**config.mk**
```make
export PLATFORM = sky130hd
export DESIGN_NAME = sar_avg_buffer_flat
export DESIGN_NICKNAME = d
export VERILOG_FILES = /design/src/rtl/sar_pkg.sv /design/src/rtl/sar_avg_buffer_if.sv /design/src/rtl/sar_result_fifo.sv /design/src/rtl/sar_avg_buffer.sv /design/src/flat_wrapper.sv
export SDC_FILE = /design/constraint.sdc
export NUM_CORES = 1
export LEC_CHECK = 0
export ABC_CLOCK_PERIOD_IN_PS = 2440
export CAP_MARGIN = 10
export CORE_MARGIN = 10
export CORE_UTILIZATION = 58
export CTS_BUF_LIST = sky130_fd_sc_hd__clkbuf_2 sky130_fd_sc_hd__clkbuf_4 sky130_fd_sc_hd__clkbuf_8
export DETAILED_ROUTE_END_ITERATION = 7
export HOLD_SLACK_MARGIN = 0.1
export PLACE_DENSITY = 0.87
export RECOVER_POWER = 100
export SKIP_LAST_GASP = 1
export SLEW_MARGIN = 5
export SYNTH_ARGS = -nofsm -noshare
export SYNTH_HDL_FRONTEND = slang
export SYNTH_SLANG_ARGS = --single-unit
```
**constraint.sdc**
```tcl
create_clock -name clk -period 2.44 [get_ports clk]
set_clock_uncertainty 0.15 [all_clocks]
set_input_delay 0.244 -clock clk [delete_from_list [all_inputs] [get_ports clk]]
set_output_delay 0.244 -clock clk [all_outputs]
set_load 0.01 [all_outputs]
```
**src/rtl/sar_pkg.sv**
```systemverilog
// Shared definitions between the SAR conversion stage and its result buffer.
package sar_pkg;

    // Width of one SAR conversion code.
    localparam int DATA_W = 4;

    typedef logic [DATA_W-1:0] sar_code_t;

    // Width of a sum of 2^log2_avg codes: it can never exceed this width.
    function automatic int avg_w(input int log2_avg);
        return DATA_W + log2_avg;
    endfunction

endpackage

```
**src/rtl/sar_avg_buffer_if.sv**
```systemverilog
// Sample-in / result-out handshake bundle of the SAR averaging buffer.
interface sar_avg_buffer_if
    import sar_pkg::*;
#(
    parameter int OUT_W = avg_w(2)
);

    logic             in_valid;   // one-cycle pulse per completed conversion
    sar_code_t        in_code;    // conversion code, meaningful while in_valid=1
    logic             out_valid;  // a block sum is waiting at the head
    logic [OUT_W-1:0] out_data;   // head block sum
    logic             out_ready;  // consumer takes the head this cycle

    // Buffer side.
    modport slave (
        input  in_valid, in_code, out_ready,
        output out_valid, out_data
    );

    // Producer / consumer side.
    modport master (
        output in_valid, in_code, out_ready,
        input  out_valid, out_data
    );

endinterface

```
**src/rtl/sar_result_fifo.sv**
```systemverilog
// First-word-fall-through result FIFO; the head entry is always on head_data.
module sar_result_fifo #(
    parameter  int WIDTH = 6,
    parameter  int DEPTH = 4,
    localparam int AW    = $clog2(DEPTH),
    localparam int CW    = $clog2(DEPTH + 1)
) (
    input  logic             clk,
    input  logic             rst_n,
    input  logic             push,
    input  logic [WIDTH-1:0] push_data,
    input  logic             pop,
    output logic [WIDTH-1:0] head_data,
    output logic             empty,
    output logic             full,
    output logic [CW-1:0]    count
);

    // Pointers carry one extra wrap bit so full and empty are distinguishable.
    logic [AW:0]      wr_ptr_q, wr_ptr_d;
    logic [AW:0]      rd_ptr_q, rd_ptr_d;
    logic [WIDTH-1:0] mem_q [DEPTH];
    logic             do_push;
    logic             do_pop;

    assign empty = (wr_ptr_q == rd_ptr_q);
    assign full  = (wr_ptr_q[AW] != rd_ptr_q[AW]) &&
                   (wr_ptr_q[AW-1:0] == rd_ptr_q[AW-1:0]);
    assign count = CW'(wr_ptr_q - rd_ptr_q);

    assign head_data = mem_q[rd_ptr_q[AW-1:0]];

    // A pop frees a slot in the same cycle, so push while full is accepted then.
    assign do_pop  = pop && !empty;
    assign do_push = push && (!full || do_pop);

    // Pointer next-state.
    always_comb begin
        // NOTE: every always_comb output gets a default first so no latch is inferred.
        wr_ptr_d = wr_ptr_q;
        rd_ptr_d = rd_ptr_q;
        if (do_push) wr_ptr_d = wr_ptr_q + 1'b1;
        if (do_pop)  rd_ptr_d = rd_ptr_q + 1'b1;
    end

    // Pointer registers.
    always_ff @(posedge clk or negedge rst_n) begin
        // NOTE: state is written with non-blocking assignments so all flops update together.
        if (!rst_n) begin
            wr_ptr_q <= '0;
            rd_ptr_q <= '0;
        end else begin
            wr_ptr_q <= wr_ptr_d;
            rd_ptr_q <= rd_ptr_d;
        end
    end

    // Entry storage.
    always_ff @(posedge clk or negedge rst_n) begin
        // NOTE: storage is reset so the head reads 0 after reset; affordable at this depth.
        if (!rst_n) begin
            for (int i = 0; i < DEPTH; i++) mem_q[i] <= '0;
        end else if (do_push) begin
            mem_q[wr_ptr_q[AW-1:0]] <= push_data;
        end
    end

endmodule

```
**src/rtl/sar_avg_buffer.sv**
```systemverilog
// Oversampling averager for SAR codes: sums blocks of 2^LOG2_AVG samples and
// queues each block sum in a small FWFT FIFO drained by a valid/ready consumer.
module sar_avg_buffer
    import sar_pkg::*;
#(
    parameter  int LOG2_AVG   = 2,
    parameter  int FIFO_DEPTH = 4,
    localparam int OUT_W      = avg_w(LOG2_AVG),
    localparam int CNT_W      = $clog2(FIFO_DEPTH + 1)
) (
    input  logic                clk,
    input  logic                rst_n,
    input  logic                enable,
    sar_avg_buffer_if.slave     bus,
    output logic [CNT_W-1:0]    fifo_count,
    output logic [LOG2_AVG-1:0] sample_idx,
    output logic                overflow,
    input  logic                clear_ovf
);

    localparam logic [LOG2_AVG-1:0] LAST_IDX = '1;

    logic [OUT_W-1:0]    acc_q, acc_d;
    logic [LOG2_AVG-1:0] idx_q, idx_d;
    logic                ovf_q, ovf_d;

    logic             accept;
    logic             block_done;
    logic [OUT_W-1:0] sum;
    logic             fifo_empty;
    logic             fifo_full;
    logic             pop;
    logic             drop;

    assign accept     = enable && bus.in_valid;
    assign block_done = accept && (idx_q == LAST_IDX);
    assign sum        = acc_q + OUT_W'(bus.in_code);

    assign pop  = bus.out_valid && bus.out_ready;
    assign drop = block_done && fifo_full && !pop;

    assign bus.out_valid = !fifo_empty;
    assign sample_idx    = idx_q;
    assign overflow      = ovf_q;

    sar_result_fifo #(
        .WIDTH (OUT_W),
        .DEPTH (FIFO_DEPTH)
    ) u_fifo (
        .clk       (clk),
        .rst_n     (rst_n),
        .push      (block_done),
        .push_data (sum),
        .pop       (pop),
        .head_data (bus.out_data),
        .empty     (fifo_empty),
        .full      (fifo_full),
        .count     (fifo_count)
    );

    // Accumulator / sample index / overflow next-state; enable low aborts the block.
    always_comb begin
        acc_d = acc_q;
        idx_d = idx_q;
        ovf_d = ovf_q;
        if (!enable) begin
            acc_d = '0;
            idx_d = '0;
        end else if (bus.in_valid) begin
            acc_d = block_done ? '0 : sum;
            idx_d = idx_q + 1'b1;
        end
        // A drop in the same cycle as a clear keeps the flag set.
        if (clear_ovf) ovf_d = 1'b0;
        if (drop)      ovf_d = 1'b1;
    end

    // Accumulator state registers.
    always_ff @(posedge clk or negedge rst_n) begin
        if (!rst_n) begin
            acc_q <= '0;
            idx_q <= '0;
            ovf_q <= 1'b0;
        end else begin
            acc_q <= acc_d;
            idx_q <= idx_d;
            ovf_q <= ovf_d;
        end
    end

endmodule
```
**src/flat_wrapper.sv**
```systemverilog
// flat-port wrapper written by rule: the top's interface ports become plain ports
module sar_avg_buffer_flat import sar_pkg::*;
#(
    parameter  int LOG2_AVG   = 2,
    parameter  int FIFO_DEPTH = 4,
    localparam int OUT_W      = avg_w(LOG2_AVG),
    localparam int CNT_W      = $clog2(FIFO_DEPTH + 1)
)
  (clk, rst_n, enable, fifo_count, sample_idx, overflow, clear_ovf, bus_in_valid, bus_in_code, bus_out_ready, bus_out_valid, bus_out_data);
  sar_avg_buffer_if bus_i ();
  input  logic clk;
  input  logic rst_n;
  input  logic enable;
  output logic [CNT_W-1:0] fifo_count;
  output logic [LOG2_AVG-1:0] sample_idx;
  output logic overflow;
  input  logic clear_ovf;
  input wire logic [$bits(bus_i.in_valid)-1:0] bus_in_valid;
  input wire logic [$bits(bus_i.in_code)-1:0] bus_in_code;
  input wire logic [$bits(bus_i.out_ready)-1:0] bus_out_ready;
  output wire logic [$bits(bus_i.out_valid)-1:0] bus_out_valid;
  output wire logic [$bits(bus_i.out_data)-1:0] bus_out_data;
  assign bus_i.in_valid = bus_in_valid;
  assign bus_i.in_code = bus_in_code;
  assign bus_i.out_ready = bus_out_ready;
  assign bus_out_valid = bus_i.out_valid;
  assign bus_out_data = bus_i.out_data;
  sar_avg_buffer #(.LOG2_AVG(LOG2_AVG), .FIFO_DEPTH(FIFO_DEPTH)) u_core (.clk(clk), .rst_n(rst_n), .enable(enable), .bus(bus_i), .fifo_count(fifo_count), .sample_idx(sample_idx), .overflow(overflow), .clear_ovf(clear_ovf));
endmodule
```
# [After elaboration in Yosys (flattened, before gate mapping)]
# Cells that the tools add are included.
# W data, S select, Z words.
[word_totals] latchBits=0 ram_bits=0 input_bits=10 reg_bits=39 mem_bits_ro=0 word_cells=51 output_inout_bits=13 mem_count=0
[classes] n_addsub=5 n_mux=13 mul=0 shifts=0 div_mod_pow=0 n_lt_le_gt_ge=3 bitwise=2 n_reduce_logical=14 eq_ne=5
[ops] operator="$mux W6" n=6
[ops] operator="$bwmux W24" n=1
[ops] operator="$bmux W6 S2" n=1
[ops] operator="$demux W6 S2" n=1
[ops] operator="$logic_and A1 B1 Y1" n=9
[ops] operator="$add A3 B1 Y3 const B" n=2
[ops] operator="$add A6 B4 Y6" n=1
[ops] operator="$ge A3 B3 Y1 const B" n=2
[ops] operator="$not A2 Y3" n=2
[ops] operator="$mux W2" n=2
[ops] operator="$eq A3 B3 Y1" n=1
[ops] operator="$logic_not A1 Y1" n=3
[ops] operator="$lt A3 B1 Y1 const B" n=1
[ops] operator="$sub A3 B3 Y3" n=1
[ops] operator="$add A2 B1 Y2 const B" n=1
[ops] operator="$eq A2 B2 Y1" n=1
[ops] operator="$eq A2 B2 Y1 const B" n=1
[ops] operator="$mux W1" n=2
[ops] operator="$ne A2 B1 Y1 const B" n=1
[ops] operator="$reduce_bool A2 Y1" n=1
[ops] operator="$logic_or A1 B1 Y1" n=1
[ops] operator="$ne A1 B1 Y1" n=1

# [Longest topological paths before layout]
# Gate-level depths: netlist (run 1).
[depth] word_depth=6 ltp_mapped=7 ltp_nobuf=6

# [Cells and area by module]
# From an unflattened synthesis (run 1), not the netlist that was laid out.
[unflattened] cells_unflattened=159 area_unflattened_um2=2050.7
[by_module_without_submodules] module="sar_result_fifo" n_inst=1 area_each_um2=1480.2 seq_area_each_um2=750.7 cells_each=104
[by_module_without_submodules] module="sar_avg_buffer" n_inst=1 area_each_um2=570.5 seq_area_each_um2=225.2 cells_each=55

# [Worst setup path after synthesis (run 1)]
# Ideal clock, no wire load.
[synth_timing] path_kind="register to register" start="reg u_core.u_fifo.rd_ptr_q[1]" end="reg u_core.u_fifo.mem_q[18] (netlist name)" n_path_buf=1 t_arrival_ns=1.920 path_stages_with_launch=7 path_slack_ns=0.246 setup_time_ns=0.125 period_less_slack_ns=2.194 path_cell_list="dfrtp_1 clkbuf_1 inv_1 ha_1 nand3b_1 o211ai_2 mux2_2"
[synth_between] elab_chain_len=6 elab_cells_between_ends=9 classes_between="eq/ne: 2; reduce/logical: 7"
[synth_rtl] element="start: declaration" line="sar_result_fifo.sv:21" source="logic [AW:0] rd_ptr_q, rd_ptr_d;"
[synth_rtl] element="start signal: assignment" line="sar_result_fifo.sv:54" source="rd_ptr_q <= rd_ptr_d;"
[synth_rtl] element="$eq A3 B3 Y1" line="sar_result_fifo.sv:26" source="assign empty = (wr_ptr_q == rd_ptr_q);"
[synth_rtl] element="$logic_not A1 Y1" line="sar_result_fifo.sv:34, sar_avg_buffer.sv:42"
[synth_rtl] element="$logic_and A1 B1 Y1" line="sar_avg_buffer.sv:39" source="assign pop = bus.out_valid && bus.out_ready;"
[synth_rtl] element="$logic_and A1 B1 Y1" line="sar_result_fifo.sv:34" source="assign do_pop = pop && !empty;"
[synth_rtl] element="$logic_or A1 B1 Y1 (*)" line="sar_result_fifo.sv:35" source="assign do_push = push && (!full || do_pop);"
[synth_rtl] element="$logic_and A1 B1 Y1 (*)" line="sar_result_fifo.sv:35"
[synth_rtl] element="end signal: indexed assignment" line="sar_result_fifo.sv:64" source="mem_q[wr_ptr_q[AW-1:0]] <= push_data;"
[synth_rtl] element="end: declaration" line="sar_result_fifo.sv:22" source="logic [WIDTH-1:0] mem_q [DEPTH];"
# Every way passes the cells marked *; elsewhere a longest branch is shown, timed or not.
# A chain may end at the register's enable or synchronous reset.

# [Final worst setup path (run 1)]
[layout_timing] start="reg u_core.u_fifo.rd_ptr_q[0]" end="out bus_out_data[3]"
[layout_between] elab_chain_len=4
[layout_rtl] element="$not A2 Y3 (implied by the code)" line="sar_result_fifo.sv:31" source="assign head_data = mem_q[rd_ptr_q[AW-1:0]];"
[layout_rtl] element="$bmux W6 S2" line="sar_result_fifo.sv:31"
[layout_rtl] element="$mux W6 (implied by the code) (2 in series)" line="sar_result_fifo.sv:31"
[layout_rtl] element="end: declaration" line="flat_wrapper.sv:22" source="output wire logic [$bits(bus_i.out_data)-1:0] bus_out_data;"
# Every way passes these cells. The select of a mux whose other input is x is not followed.

==> results of run 1 <==
-- critical path, stage by stage (launching register included) --
cell and delay, ns:
dfrtp_1 0.38, buf_6 0.17, mux4_2 0.52, clkdlybuf4s50_1 0.53
-- power by group through the flow --
stage          registers, uW  logic (uW)  clock network, uW
2_1_floorplan            781         461                  0
3_3_place_gp             786         720                  0
3_5_place_dp             792         761                  0
4_1_cts                  773         771                343
5_1_grt                  790         838                370
6_report                 780         753                335
-- registers in the layout, summed over array words and instances, names as in the netlist --
register and flops:
u_core.overflow 1, u_core.u_fifo.rd_ptr_q 3, u_core.u_fifo.wr_ptr_q 3, u_core.u_fifo.mem_q 24, u_core.sample_idx 2, u_core.acc_q 6
-- metrics by stage --
step           instance area, um2  total power [uW]  util (%)  cells
2_1_floorplan                2020              1240         -    157
3_3_place_gp                 2300              1510      69.1    226
3_5_place_dp                 2300              1550      69.1    226
4_1_cts                      2380              1890      71.3    236
5_1_grt                      2380              2000      71.4    236
6_report                     2380              1870      71.4    236
-- routing by layer --
metal	routed length, um	GRT usage, %
met1	1690	14.9
met4	51	5.91
met3	178	5.63
met5	0	0
met2	2000	22.7
-- cells in the final DEF, fill, tap and decap left out, types with 2 or more instances in the layout --
master           netlist  routed
mux2_2                18      18
o211ai_2               3       4
nand3b_1               2       2
dfrtp_1               39      39
xor2_1                 2       2
inv_1                  8       8
a22o_1                 2       2
fa_1                   2       2
nor2b_1                3       3
nand3_1                4       4
dlygate4sd3_1          0       6
nor2_1                 3       3
mux2i_1                2       2
buf_4                  1       4
o21ai_0               10      10
mux4_2                 6       6
xnor2_1                8       8
ha_1                  12      12
nand2_1               13      13
a21oi_1                2       2
clkdlybuf4s50_1        0      14
clkbuf_4               0       6
-- kinds of logic (layout without fill, tap and decap cells) --
group | count (synthesis) | after routing
flip-flops | 39 | 39
AND/OR/NAND/NOR | 31 | 31
multiplexers | 26 | 26
AO/OA/AOI/OAI | 24 | 24
adder cells (fa/ha/maj) | 14 | 14
buffers and inverters | 12 | 45
XOR/XNOR | 11 | 11
-- area by class of cell --
cell class,count,area share [%]
sequential,39,41.0
tap,46,2.42
clock buffer,6,1.89
timing repair buffer,29,11.3
clock inverter,2,0.525
inverter,8,1.26
multi-input combinational,106,41.6
-- cell usage after synthesis --
master    count
mux4_2        6
dfrtp_1      39
mux2_2       18
ha_1         12
o211ai_4      1
xor2_1        2
nand3_1       4
nor2_1        3
fa_1          2
buf_4         1
a221o_1       1
nand2_1      13
nand2b_1      1
nor4bb_1      1
clkbuf_1      1
a21boi_0      1
a22o_1        2
o22ai_1       1
buf_2         2
inv_1         8
nor2b_1       3
a21o_1        1
xnor2_1       8
o211ai_1      1
a21oi_1       2
nand3b_1      2
and2_1        2
and3_1        1
o211ai_2      3
xnor2_2       1
o21ai_0      10
nor3_1        1
mux2i_1       2
o21bai_1      1
-- path summary, 6_finish.rpt --
path / cells past startpoint / endpoint / slack (ns) / start
max in group asynchronous: 2 / u_core.u_fifo.mem_q[16] / 1.15 / rst_n
min in group asynchronous: 2 / u_core.u_fifo.wr_ptr_q[0] / 0.42 / rst_n
hold reg to reg: 2 / u_core.u_fifo.mem_q[23] / 0.34 / u_core.u_fifo.mem_q[23]
setup / recovery: 3 / bus_out_data[3] / 0.10 / u_core.u_fifo.rd_ptr_q[0]
setup reg to reg: 5 / u_core.u_fifo.mem_q[1] / 0.22 / u_core.u_fifo.wr_ptr_q[0]
hold / removal: 2 / u_core.overflow / 0.31 / clear_ovf
-- what timing repair did --
item / in CTS / in global routing
setup endpoints to repair: 2 / 3
gates resized for setup: 1 / 3
hold buffers: 1 / 0
gates cloned: 0 / 0
setup buffers: 1 / 0
hold endpoints to repair: 39 / 0
==> results_dict.tcl, run 1 <==
set metrics [dict create \
    status "finished, final reports clean" \
    hold_class "in2reg" \
    end_kind "primary output" \
    die_width_um 79.0 \
    syn2layout_area_growth_pct 18.1 \
    multi_input_area_um2 991 \
    vias 1298 \
    syn_area_um2 2020 \
    clkPwrFrac_pct 17.9 \
    routed_wl_um 3920 \
    ioPinCount 23 \
    wire_per_inst_um 16.6 \
    die_h_um 79.0 \
    synth_area_leaders "dfrtp_1, mux2_2, ha_1, mux4_2, xnor2_1" \
    netSwitchingFraction_pct 34.7 \
    grt_usage_pct 13.6 \
    n_fill_cell 259 \
    arrival_ns 1.94 \
    peakVddDrop_mv 0.427 \
    grt_pass1_vias 1460 \
    slew_headroom_pct 37.3 \
    grt_max_degree 40 \
    worst_slack_ns 0.102 \
    synth-adder-area-share_pct 9.44 \
    cp.required_ns 2.05 \
    grt_pass1_wl_um 6800 \
    p_switching_uw 648 \
    ys_warn_count 0 \
    drive_gt1_share_pct 22.6 \
    initial_utilization_pct 60.4 \
    synthMuxAreaShare_pct 17.8 \
    overflow 0 \
    internal_power_uw 1220 \
    synth-seq-area-share_pct 48.4 \
    finalCritPeriodShare_pct 95.8 \
    worstSetupStartpointType "flip-flop" \
    insertion_delay_ns 0.35 \
    maxSlewViolCount 0 \
    synth_xor_area_share_pct 5.15 \
    syn_avg_cell_area_um2 12.8 \
    period_needed_ns 2.34 \
    die-area_um2 6230 \
    critical_path.max_fanout 8 \
    cts_tree "built" \
    drv_cap 0 \
    pwr-share-comb_pct 40.3 \
    root_buffer "clkbuf_4" \
    synth_compound_area_share_pct 9.06 \
    tightestPinTransition_ns 0.941 \
    synth_nets 181 \
    clk_path_buf_depth 2 \
    hold_viol_final 0 \
    dr.pass1.iters 4 \
    antenna_found_initial 0 \
    place_hpwl_um 2930 \
    cts_buffers 5 \
    whs_ns 0.313 \
    rsz0062_at_grt "no" \
    synth-simple-area-share_pct 7.64 \
    core_area_um2 3340 \
    viasPerCell 5.50 \
    yosysUniqueCellTypes 34 \
    clk_pin_slew_ns 0.11 \
    drc 0 \
    synthCells 157 \
    p_leak_uw 0.00113 \
    htree_levels 2 \
    power_frac_seq_pct 41.8 \
    worstSetupPathType "reg2out" \
    dp_slack_ns 0.0671 \
    tns_ns 0 \
    power_density_nw_per_um2 785 \
    ant_nets 0 \
    nets 213 \
    gp_congestion 0.732 \
    synth-seq-cells 39 \
    portBuffers 22 \
    netlist.area_leader.share_pct 48.4 \
    antennaDiodeCount 0 \
    drt-initial-drc-count 64 \
    synth_top_family_by_area "multiplexers" \
    final-setup-viol-count 0 \
    register_area_um2 976 \
    num_rows 21 \
    cts_sinks 39 \
    fmax_mhz 428 \
    synth_top_area_cell "dfrtp_1" \
]
Power figures use the tool's default switching activity.
==> inputs of run 2 (changes only) <==
--- a/config.mk
+++ b/config.mk
@@ -10,6 +10,7 @@
 export CORE_MARGIN = 10
 export CORE_UTILIZATION = 58
 export CTS_BUF_LIST = sky130_fd_sc_hd__clkbuf_2 sky130_fd_sc_hd__clkbuf_4 sky130_fd_sc_hd__clkbuf_8
+export CTS_CLUSTER_SIZE = 16
 export DETAILED_ROUTE_END_ITERATION = 7
 export HOLD_SLACK_MARGIN = 0.1
 export PLACE_DENSITY = 0.87
==> results of run 2 <==
Final layout, timing and power as in run 1 (identical DEF).
==> inputs of run 3 (changes only) <==
--- a/config.mk
+++ b/config.mk
@@ -8,12 +8,11 @@
 export ABC_CLOCK_PERIOD_IN_PS = 2440
 export CAP_MARGIN = 10
 export CORE_MARGIN = 10
-export CORE_UTILIZATION = 58
-export CTS_BUF_LIST = sky130_fd_sc_hd__clkbuf_2 sky130_fd_sc_hd__clkbuf_4 sky130_fd_sc_hd__clkbuf_8
+export CORE_UTILIZATION = 55
 export CTS_CLUSTER_SIZE = 16
 export DETAILED_ROUTE_END_ITERATION = 7
 export HOLD_SLACK_MARGIN = 0.1
-export PLACE_DENSITY = 0.87
+export PLACE_DENSITY = 0.83
 export RECOVER_POWER = 100
 export SKIP_LAST_GASP = 1
 export SLEW_MARGIN = 5
==> run 3 against run 2 <==
Design area grew 2.6%. Largest power group unchanged. Final cell count rose by 1.7%. Worst hold slack improved by 0.022 ns. First-iteration DRC count down 4.7%. Fmax increased by 2.7%. Utilization decreased by 0.40 points. Register-to-register slack improved by 0.07 ns.
==> results_dict.tcl, run 3 (same netlist as run 1, synthesis figures left out) <==
set metrics [dict create \
    status "finished, final reports clean" \
    num_rows 21 \
    initial_utilization_pct 58.6 \
    routed_wl_um 3790 \
    maxSlewViolCount 0 \
    ant_nets 0 \
    path_delay_family "buffers and inverters" \
    crit_cells 3 \
    hold_viol_final 0 \
    wire_per_inst_um 15.8 \
    root_buffer "clkbuf_8" \
    dr.pass1.iters 4 \
    die-area_um2 6490 \
    vias 1296 \
    layout_commonest_cell "dfrtp_1" \
    r2r_end "u_core.u_fifo.mem_q[7]" \
    nets 218 \
    final-setup-viol-count 0 \
    grt_max_degree 40 \
    use_met1_pct 14.9 \
    rsz0062_at_grt "no" \
    layout_common_cells "dfrtp_1, mux2_2, nand2_1, clkdlybuf4s50_1, ha_1" \
    htree_levels 2 \
    core_area_um2 3440 \
    hold_class "reg2reg" \
    r2r_setup_slack_ns 0.29 \
    insertion_delay_ns 0.29 \
    grt_pass1_vias 1415 \
    crit_path_end "bus_out_data[1]" \
    whs_ns 0.335 \
    drt-initial-drc-count 61 \
    regMostFlops "u_core.u_fifo.mem_q" \
    clk_pin_slew_ns 0.07 \
    antennaDiodeCount 0 \
    power_density_nw_per_um2 832 \
    rr_worst_depth 5 \
    die_h_um 80.5 \
    cpPeakStageDelay_ns 0.53 \
    drv_cap 0 \
    timing.critical_path.from "u_core.u_fifo.rd_ptr_q[0]" \
    dpl-instance-area_um2 2340 \
    period_needed_ns 2.28 \
    gp_congestion 0.801 \
    drive_gt1_share_pct 21.6 \
    fmax_mhz 439 \
    ioPinCount 23 \
    viasPerCell 5.40 \
    grt_usage_pct 12.6 \
    drc 0 \
    antenna_found_initial 0 \
    cts_sinks 39 \
    slowest_stage "mux4_2" \
    grt_util_met2_pct 20.2 \
    critical_path.max_fanout 8 \
    cts_tree "built" \
    top_regs "u_core.u_fifo.mem_q (24), u_core.acc_q (6)" \
    grt_pass1_wl_um 6440 \
    tightestPinTransition_ns 0.937 \
    crit_chain "buf_4, mux4_2, clkdlybuf4s50_1" \
    die_width_um 80.5 \
    cts_buffers 5 \
    path_buf_inv 2 \
    finalCritPeriodShare_pct 93.3 \
    arrival_ns 1.88 \
    p_leak_uw 0.00115 \
    worstSetupStartpointType "flip-flop" \
    portBuffers 22 \
    tns_ns 0 \
    syn2layout_area_growth_pct 21.2 \
    grtUsageMet3_pct 5.35 \
    slew_headroom_pct 37.5 \
    clk_path_buf_depth 2 \
    design_area_um2 2440 \
    overflow 0 \
    cp.required_ns 2.05 \
    top_usage_layer "met2" \
    rr_startpoint "u_core.u_fifo.rd_ptr_q[1]" \
    peakVddDrop_mv 0.466 \
    worstSetupPathType "reg2out" \
    largest_reg_flops 24 \
    place_hpwl_um 2960 \
    end_kind "primary output" \
]
==> run 3: how the worst min path moves through the flow <==
stage / start / end / slack (ns) / cells past startpoint
5_1_grt: u_core.u_fifo.mem_q[11] / u_core.u_fifo.mem_q[11] / 0.36 / 2
3_5_place_dp: rst_n / u_core.u_fifo.rd_ptr_q[0] / 0.24 / 1
6_report: u_core.u_fifo.mem_q[8] / u_core.u_fifo.mem_q[8] / 0.33 / 2
3_3_place_gp: rst_n / u_core.u_fifo.wr_ptr_q[2] / 0.22 / 1
2_1_floorplan: rst_n / u_core.acc_q[0] / -0.20 / 0
4_1_cts: u_core.u_fifo.mem_q[8] / u_core.u_fifo.mem_q[8] / 0.33 / 2
==> run 3: final cells by class <==
class                      count  area, um2
clock buffer                   6       72.6
sequential                    39        976
clock inverter                 1       30.0
inverter                       8       30.0
timing repair buffer          34        288
fill                         241       1000
multi-input combinational    106        988
tap                           46       57.6
==> run 3: timing repair <==
action	in CTS	in global routing
endpoints found under the hold margin	39	0
gates resized for setup	1	1
pin swaps	0	0
hold buffers	1	0
setup buffers	1	0
setup endpoints to repair	2	1
==> run 3: per-stage QoR <==
stage / std cells / util, % / setup slack (ns) / total power [uW]
after floorplan: 157 / - / 0.246 / 1240
after global placement: 231 / 68.0 / 0.121 / 1520
after detailed placement: 231 / 68.0 / 0.0780 / 1570
after CTS: 240 / 71.5 / 0.0393 / 2080
after global routing: 240 / 71.0 / 0.0854 / 2150
final: 240 / 71.0 / 0.163 / 2030
==> run 3: routing by layer <==
layer  wire (um)  vias to the layer above  part of all wire (%)
met3         222                        3                   5.9
li1            -                      630                     -
met5           0                        -                     0
met1        1730                      641                    46
met2        1800                       22                    47
met4          43                        0                   1.1
==> run 3: power by group <==
part	total (uW)	internal (uW)	switching [uW]
clock	512	299	213
sequential	781	720	60.8
combinational	740	372	368
==> run 3: worst min-delay path, stage by stage, from the launching register on <==
cell,delay (ns)
dfrtp_1,0.34
nand2_1,0.04
o21ai_0,0.06
